==> src/rtl/regfile_pkg.sv <==
// Shared register-file definitions.
// Holds the register-file geometry and the state encoding of the dump reader.
package regfile_pkg;

    localparam int unsigned REG_ADDR_W = 5;
    localparam int unsigned REG_DATA_W = 32;
    localparam int unsigned REG_COUNT  = 32;

    typedef enum logic [2:0] {
        IDLE,
        FETCH,
        SEND_A,
        SEND_B,
        DONE
    } dump_state_t;

endpackage

==> src/rtl/regfile_dump_reader.sv <==
// Register-file dump reader.
// Drives both register-file read ports for one cycle per register pair, holds the
// pair, then streams {index, data} beats over a valid/ready interface.
//
// Ports:
//   clock, reset          clock and asynchronous active-high reset
//   start, abort          begin a dump (IDLE only) / cancel a dump in progress
//   rd_addr1, rd_addr2    read addresses to the register file
//   rd_data1, rd_data2    combinational read data from the register file
//   out_valid, out_ready  beat handshake
//   out_index, out_data   current beat payload
//   busy, done            activity flag / one-cycle completion pulse
module regfile_dump_reader
    import regfile_pkg::*;
#(
    parameter int unsigned NUM_REGS = REG_COUNT,
    parameter int unsigned ADDR_W   = REG_ADDR_W,
    parameter int unsigned DATA_W   = REG_DATA_W
) (
    input  logic              clock,
    input  logic              reset,
    input  logic              start,
    input  logic              abort,
    output logic [ADDR_W-1:0] rd_addr1,
    output logic [ADDR_W-1:0] rd_addr2,
    input  logic [DATA_W-1:0] rd_data1,
    input  logic [DATA_W-1:0] rd_data2,
    output logic              out_valid,
    input  logic              out_ready,
    output logic [ADDR_W-1:0] out_index,
    output logic [DATA_W-1:0] out_data,
    output logic              busy,
    output logic              done
);

    // Pointer value of the final pair; ptr is always even so ptr+1 never wraps.
    localparam logic [ADDR_W-1:0] LastPtr = ADDR_W'(NUM_REGS - 2);

    dump_state_t       state_q, state_d;
    logic [ADDR_W-1:0] ptr_q, ptr_d;
    logic [ADDR_W-1:0] addr1_q, addr1_d;
    logic [ADDR_W-1:0] addr2_q, addr2_d;
    logic [DATA_W-1:0] hold1_q, hold1_d;
    logic [DATA_W-1:0] hold2_q, hold2_d;
    logic [ADDR_W-1:0] ptr_p1;

    assign ptr_p1 = ptr_q + ADDR_W'(1);

    always_comb begin
        state_d = state_q;
        ptr_d   = ptr_q;
        addr1_d = addr1_q;
        addr2_d = addr2_q;
        hold1_d = hold1_q;
        hold2_d = hold2_q;

        case (state_q)
            IDLE: begin
                if (start) begin
                    state_d = FETCH;
                    ptr_d   = '0;
                end
            end
            FETCH: begin
                // Pair is snapshotted here; later register writes are not seen.
                hold1_d = rd_data1;
                hold2_d = rd_data2;
                addr1_d = ptr_q;
                addr2_d = ptr_p1;
                state_d = SEND_A;
            end
            SEND_A: begin
                if (out_ready) begin
                    state_d = SEND_B;
                end
            end
            SEND_B: begin
                if (out_ready) begin
                    if (ptr_q == LastPtr) begin
                        state_d = DONE;
                    end else begin
                        ptr_d   = ptr_q + ADDR_W'(2);
                        state_d = FETCH;
                    end
                end
            end
            DONE: begin
                ptr_d   = '0;
                state_d = IDLE;
            end
            default: begin
                state_d = IDLE;
            end
        endcase

        // Abort overrides everything, including a simultaneous start in IDLE.
        if (abort) begin
            state_d = IDLE;
            ptr_d   = '0;
        end
    end

    always_ff @(posedge clock or posedge reset) begin
        if (reset) begin
            state_q <= IDLE;
            ptr_q   <= '0;
            addr1_q <= '0;
            addr2_q <= '0;
            hold1_q <= '0;
            hold2_q <= '0;
        end else begin
            state_q <= state_d;
            ptr_q   <= ptr_d;
            addr1_q <= addr1_d;
            addr2_q <= addr2_d;
            hold1_q <= hold1_d;
            hold2_q <= hold2_d;
        end
    end

    // Outputs decode from registered state only, so out_ready never reaches out_valid.
    always_comb begin
        out_valid = 1'b0;
        out_index = '0;
        out_data  = '0;
        busy      = (state_q != IDLE);
        done      = (state_q == DONE);
        rd_addr1  = addr1_q;
        rd_addr2  = addr2_q;

        case (state_q)
            FETCH: begin
                rd_addr1 = ptr_q;
                rd_addr2 = ptr_p1;
            end
            SEND_A: begin
                out_valid = 1'b1;
                out_index = ptr_q;
                out_data  = hold1_q;
            end
            SEND_B: begin
                out_valid = 1'b1;
                out_index = ptr_p1;
                out_data  = hold2_q;
            end
            default: begin
            end
        endcase
    end

endmodule

==> config.mk <==
export PLATFORM = sky130hd
export DESIGN_NAME = regfile_dump_reader
export DESIGN_NICKNAME = d
export VERILOG_FILES = /design/src/rtl/regfile_pkg.sv /design/src/rtl/regfile_dump_reader.sv
export SDC_FILE = /design/constraint.sdc
export NUM_CORES = 1
export LEC_CHECK = 0
export CORE_MARGIN = 1.5
export CORE_UTILIZATION = 50
export CTS_BUF_LIST = sky130_fd_sc_hd__clkbuf_16
export DETAILED_ROUTE_END_ITERATION = 7
export GPL_ROUTABILITY_DRIVEN = 0
export PLACE_DENSITY = 0.86
export SLEW_MARGIN = 10
export SYNTH_ARGS = -nofsm -noshare
export SYNTH_HDL_FRONTEND = slang
export SYNTH_SLANG_ARGS = --single-unit
export TNS_END_PERCENT = 5
==> constraint.sdc <==
create_clock -name clock -period 5.5 [get_ports clock]
set_input_delay 0.55 -clock clock [delete_from_list [all_inputs] [get_ports clock]]
set_output_delay 0.55 -clock clock [all_outputs]
set_load 0.05 [all_outputs]
# Word-level counts from Yosys, hierarchy flattened
# Cells that the tools add are included.
dict set report word_totals {
  output_inout_bits 50
  input_bits 69
  reg_bits 82
}
dict set report op_classes {
  add_sub_neg 2
  mux 16
  n_eq_ne 9
  n_reduce_logical 6
}
# cell count
set op_table {}
lappend op_table {{one-hot mux 32 bit (2 select lines)} 1}
lappend op_table {{two-way mux 5 bit} 6}
lappend op_table {{two-way mux 3 bit} 5}
lappend op_table {{one-hot mux 5 bit (3 select lines)} 1}
lappend op_table {{!= test 3 bit (second input constant)} 4}
lappend op_table {{one-hot mux 3 bit (4 select lines)} 1}
lappend op_table {{one-hot mux 5 bit (2 select lines)} 1}
lappend op_table {{equality test 3 x 2 -> 1 bit (second input constant)} 2}
lappend op_table {{adder 5 x 1 -> 5 bit (second input constant)} 1}
lappend op_table {{adder 5 x 2 -> 5 bit (second input constant)} 1}
lappend op_table {{equality test 5 bit (second input constant)} 1}
lappend op_table {{AND reduction 4 bit} 1}
lappend op_table {{nonzero test 4 bit} 1}
lappend op_table {{equality test 3 x 1 -> 1 bit (second input constant)} 1}
lappend op_table {{equality test 3 bit (second input constant)} 1}
lappend op_table {{zero test 3 bit} 1}
lappend op_table {{AND reduction 3 bit} 1}
lappend op_table {{nonzero test 3 bit} 1}
lappend op_table {{OR reduction 2 bit} 1}
lappend op_table {{two-way mux 1 bit} 1}

# Longest topological paths before layout
dict set report depth {
  ltp_word 5
  mapped_depth 6
  mapped_depth_nobuf 3
}

# Worst setup path before layout
# OpenSTA, ideal clock, no wires.
dict set report synth_path {
  kind {register to output}
  start {reg state_q[2]}
  end {out out_data[11]}
  path_buffers 3
  arrival_ns 1.648
  slack_ns 3.302
  required_ns 4.950
  path_stages_with_launch 6
  cell_sequence {dfrtp_1 > buf_6 > nand2b_1 > clkbuf_1 > clkbuf_1 > nor2_1}
}
dict set report synth_between {
  elab_chain_cells 2
  word_cells_on_any_way 3
}
# item line_no
set synth_rtl {}
lappend synth_rtl {{from (decl)} regfile_dump_reader.sv:39} ;# dump_state_t state_q, state_d;
lappend synth_rtl {{from (signal assigned)} regfile_dump_reader.sv:112} ;# state_q <= state_d;
lappend synth_rtl {{equality test 3 x 2 -> 1 bit} regfile_dump_reader.sv:131} ;# case (state_q)
lappend synth_rtl {{one-hot mux 32 bit (2 select lines) *} regfile_dump_reader.sv:131}
lappend synth_rtl {{to (decl)} regfile_dump_reader.sv:31} ;# output logic [DATA_W-1:0] out_data,
# Mark *: on every way between the ends. The rest lies on a longest branch, timed or not.

# Worst setup path in the final report
dict set report layout_path {
  start {reg state_q[1]}
  end {out rd_addr2[3]}
}
dict set report layout_between {
  elab_chain_cells 2
}
# item line_no
set layout_rtl {}
lappend layout_rtl {{equality test 3 x 1 -> 1 bit} regfile_dump_reader.sv:131}
lappend layout_rtl {{two-way mux 5 bit} regfile_dump_reader.sv:131}
lappend layout_rtl {{to (decl)} regfile_dump_reader.sv:25} ;# output logic [ADDR_W-1:0] rd_addr2,
# No other way between the ends.

==> results_dict.tcl <==
set metrics [dict create \
    met1_usage 0.308 \
    ys_ff_latch 81 \
    wl_per_cell_um 14.4 \
    path_clk_slew_ps 60 \
    setup_viol 0 \
    nNetsFinal 607 \
    dpl.cell_count 625 \
    n_antenna_cell 0 \
    utilization 0.728 \
    coreArea_um2 7180 \
    drtIter0Drc 258 \
    reg2reg_from "state_q[0]$_DFFE_PP0P_" \
    ys_seq_area_frac 0.550 \
    syn_nets 498 \
    clockBufferDepth 2 \
    synth_area_per_cell_um2 8.61 \
    drv_slew 0 \
    via_count 3246 \
    clock_skew_ps 9.77 \
    synth_fa_ha_area_frac 0.00339 \
    worst_r2r_endpoint "hold1_q[26]$_DFFE_PP0P_" \
    synthCells 428 \
    final_common_cell "nand2_1" \
    viasPerCell 5.06 \
    r2r_slack_ps 3280 \
    hp-class "reg2reg" \
    port_buffers 118 \
    path_class "reg2out" \
    synthesis.area_um2 3690 \
    drc 0 \
    hp-start "hold2_q[30]$_DFFE_PP0P_" \
    hold_buffers 0 \
    dieWidth_um 88.9 \
    hold_violations 0 \
    arrival_ps 3060 \
    whs_endpoint "hold2_q[30]$_DFFE_PP0P_" \
    start_util 0.514 \
    tritoncts.num_buffers 9 \
    clock_sinks 81 \
    crit_required_ps 4950 \
    rsz0062_at_grt "no" \
    crit_path_end_kind "primary output" \
    startpoint "state_q[1]$_DFFE_PP0P_" \
    synthXorXnorAreaFrac 0 \
    holdWs_ps 474 \
    synth_compound_area_frac 0.0244 \
    cts-resized-gates 0 \
    synthDistinctLibCells 33 \
    synthSimpleGateAreaFrac 0.295 \
    num_io_pins 119 \
    drive_above_1_share 0.0517 \
    grt_max_degree 82 \
    fmax_mhz 277 \
    cts_root_buffer "clkbuf_16" \
    postRouteAntennaNets 0 \
    power.leakage_nw 2.51 \
    grtUsageMet3 0.0466 \
    reg2regPathDepth 5 \
    track_usage 0.244 \
    fin_setup_tns_ps 0 \
    total_power_mw 1.90 \
    dr.pass1.iters 4 \
    antenna_found_initial 0 \
    ctsHtreeMaxLevel 3 \
    layout_common_cells "213 x nand2_1, 118 x clkdlybuf4s50_1, 80 x dfrtp_1" \
    power_density_nw_per_um2 363 \
    grt_overflow 0 \
    period_minus_slack_ps 3610 \
    tightest_slew_ps 990 \
    cap_violations 0 \
    worstPathMaxFanout 41 \
    timing.final.crit_share 0.656 \
    top_usage_layer "met2" \
    grt_pass1_wl_um 14500 \
    dieHeight_um 88.9 \
    rows 31 \
    use_met2 0.403 \
    dieArea_um2 7900 \
    final_cell_count_no_fill 641 \
    syn2layout_area_growth_pct 41.8 \
    ir_drop_mv 0.232 \
    cts_setup_buffers 0 \
    hpwl_um 6130 \
    postRouteWirelength_um 9240 \
    clock_latency_ps 340 \
    cts_tree "built" \
    yosys-mux-area-fraction 0.0910 \
    worst_setup_path_start_kind "register" \
    slew_headroom 0.340 \
    grt_pass1_vias 3197 \
    synth_top_family_by_area "simple AND/OR/NAND/NOR gates" \
    ys_warn_count 0 \
    outcome "finished clean" \
    hold_depth 2 \
]
-- kinds of logic after synthesis --
kind of cell,count (synthesis)
AO/OA/AOI/OAI,12
adder cells (fa/ha/maj),1
buffers and inverters,29
flip-flops,81
multiplexers,33
AND/OR/NAND/NOR,272
-- power breakdown --
group          total [mW]  internal [mW]  switching [mW]  leakage [nW]
clock network       0.615          0.360           0.254         0.149
registers           0.808          0.732          0.0763          1.01
logic               0.474          0.190           0.285          1.35
total                1.90           1.28           0.615          2.51
-- metrics by stage --
| step | setup WS (ps) | area [um2] |
|---|---|---|
| 6_report | 1890 | 5230 |
| 4_1_cts | 1890 | 5230 |
| 2_1_floorplan | 2870 | 3690 |
| 3_5_place_dp | 2260 | 4920 |
| 5_1_grt | 1670 | 5230 |
| 3_3_place_gp | 2360 | 4920 |
-- flip-flops by register name (all words and copies together), names as in the netlist --
name,flops
addr1_q,5
hold2_q,32
state_q,3
ptr_q,4
addr2_q,5
hold1_q,32
-- worst max-delay path, cell delays in order (launching register included) --
cell	delay, ps
dfrtp_1	540
or3b_2	630
buf_4	500
nand2_1	120
nand2_1	110
clkdlybuf4s50_1	820
-- metal layers --
layer  vias to the layer above  wire length (um)
li1                       1563                 -
met1                      1556              3910
met2                       107              4590
met3                        20               466
met4                         0               272
met5                         -                 0
-- worst max path at each step --
stage	to	cells after the start	slack, ps
after floorplan	addr1_q[0]$_DFF_PP0_	1	2870
after global placement	rd_addr2[0]	4	2360
after detailed placement	rd_addr2[3]	5	2260
after CTS	rd_addr2[3]	5	1890
after global routing	rd_addr2[3]	5	1670
final	rd_addr2[3]	5	1890
-- area by class of cell --
type | count | area (um2)
repair buffers | 123 | 1220
multi-input cells | 318 | 1530
fillers | 522 | 1950
well taps | 99 | 124
clock inverters | 7 | 83.8
flip-flops and latches | 81 | 2030
clock buffers | 9 | 225
inverters | 4 | 16.3
-- synth_stat cells --
master | n | share of area
buf_2 | 15 | 0.020
o21ai_0 | 1 | 0.0014
nor2b_1 | 1 | 0.0017
or3_1 | 1 | 0.0017
inv_1 | 4 | 0.0041
nor3b_2 | 1 | 0.0034
nand4bb_1 | 1 | 0.0031
a22o_1 | 1 | 0.0024
or2_4 | 1 | 0.0024
a311o_1 | 1 | 0.0027
or3b_1 | 1 | 0.0024
buf_6 | 1 | 0.0031
dfrtp_1 | 81 | 0.55
a21oi_1 | 3 | 0.0041
ha_1 | 1 | 0.0034
clkbuf_1 | 9 | 0.0092
a211oi_1 | 1 | 0.0020
a211o_1 | 1 | 0.0024
nand4_1 | 1 | 0.0017
nor3_1 | 1 | 0.0014
nor2_1 | 40 | 0.041
a221oi_1 | 1 | 0.0024
mux2i_1 | 32 | 0.087
nand2b_1 | 3 | 0.0051
a2111oi_0 | 1 | 0.0024
nand2_1 | 213 | 0.22
nor4_1 | 1 | 0.0017
a31o_2 | 1 | 0.0024
and4b_1 | 1 | 0.0027
o221ai_1 | 1 | 0.0024
mux2_4 | 1 | 0.0041
and2_1 | 5 | 0.0085
nand3_1 | 1 | 0.0014
Note: power is estimated with default switching activity, not from simulation.
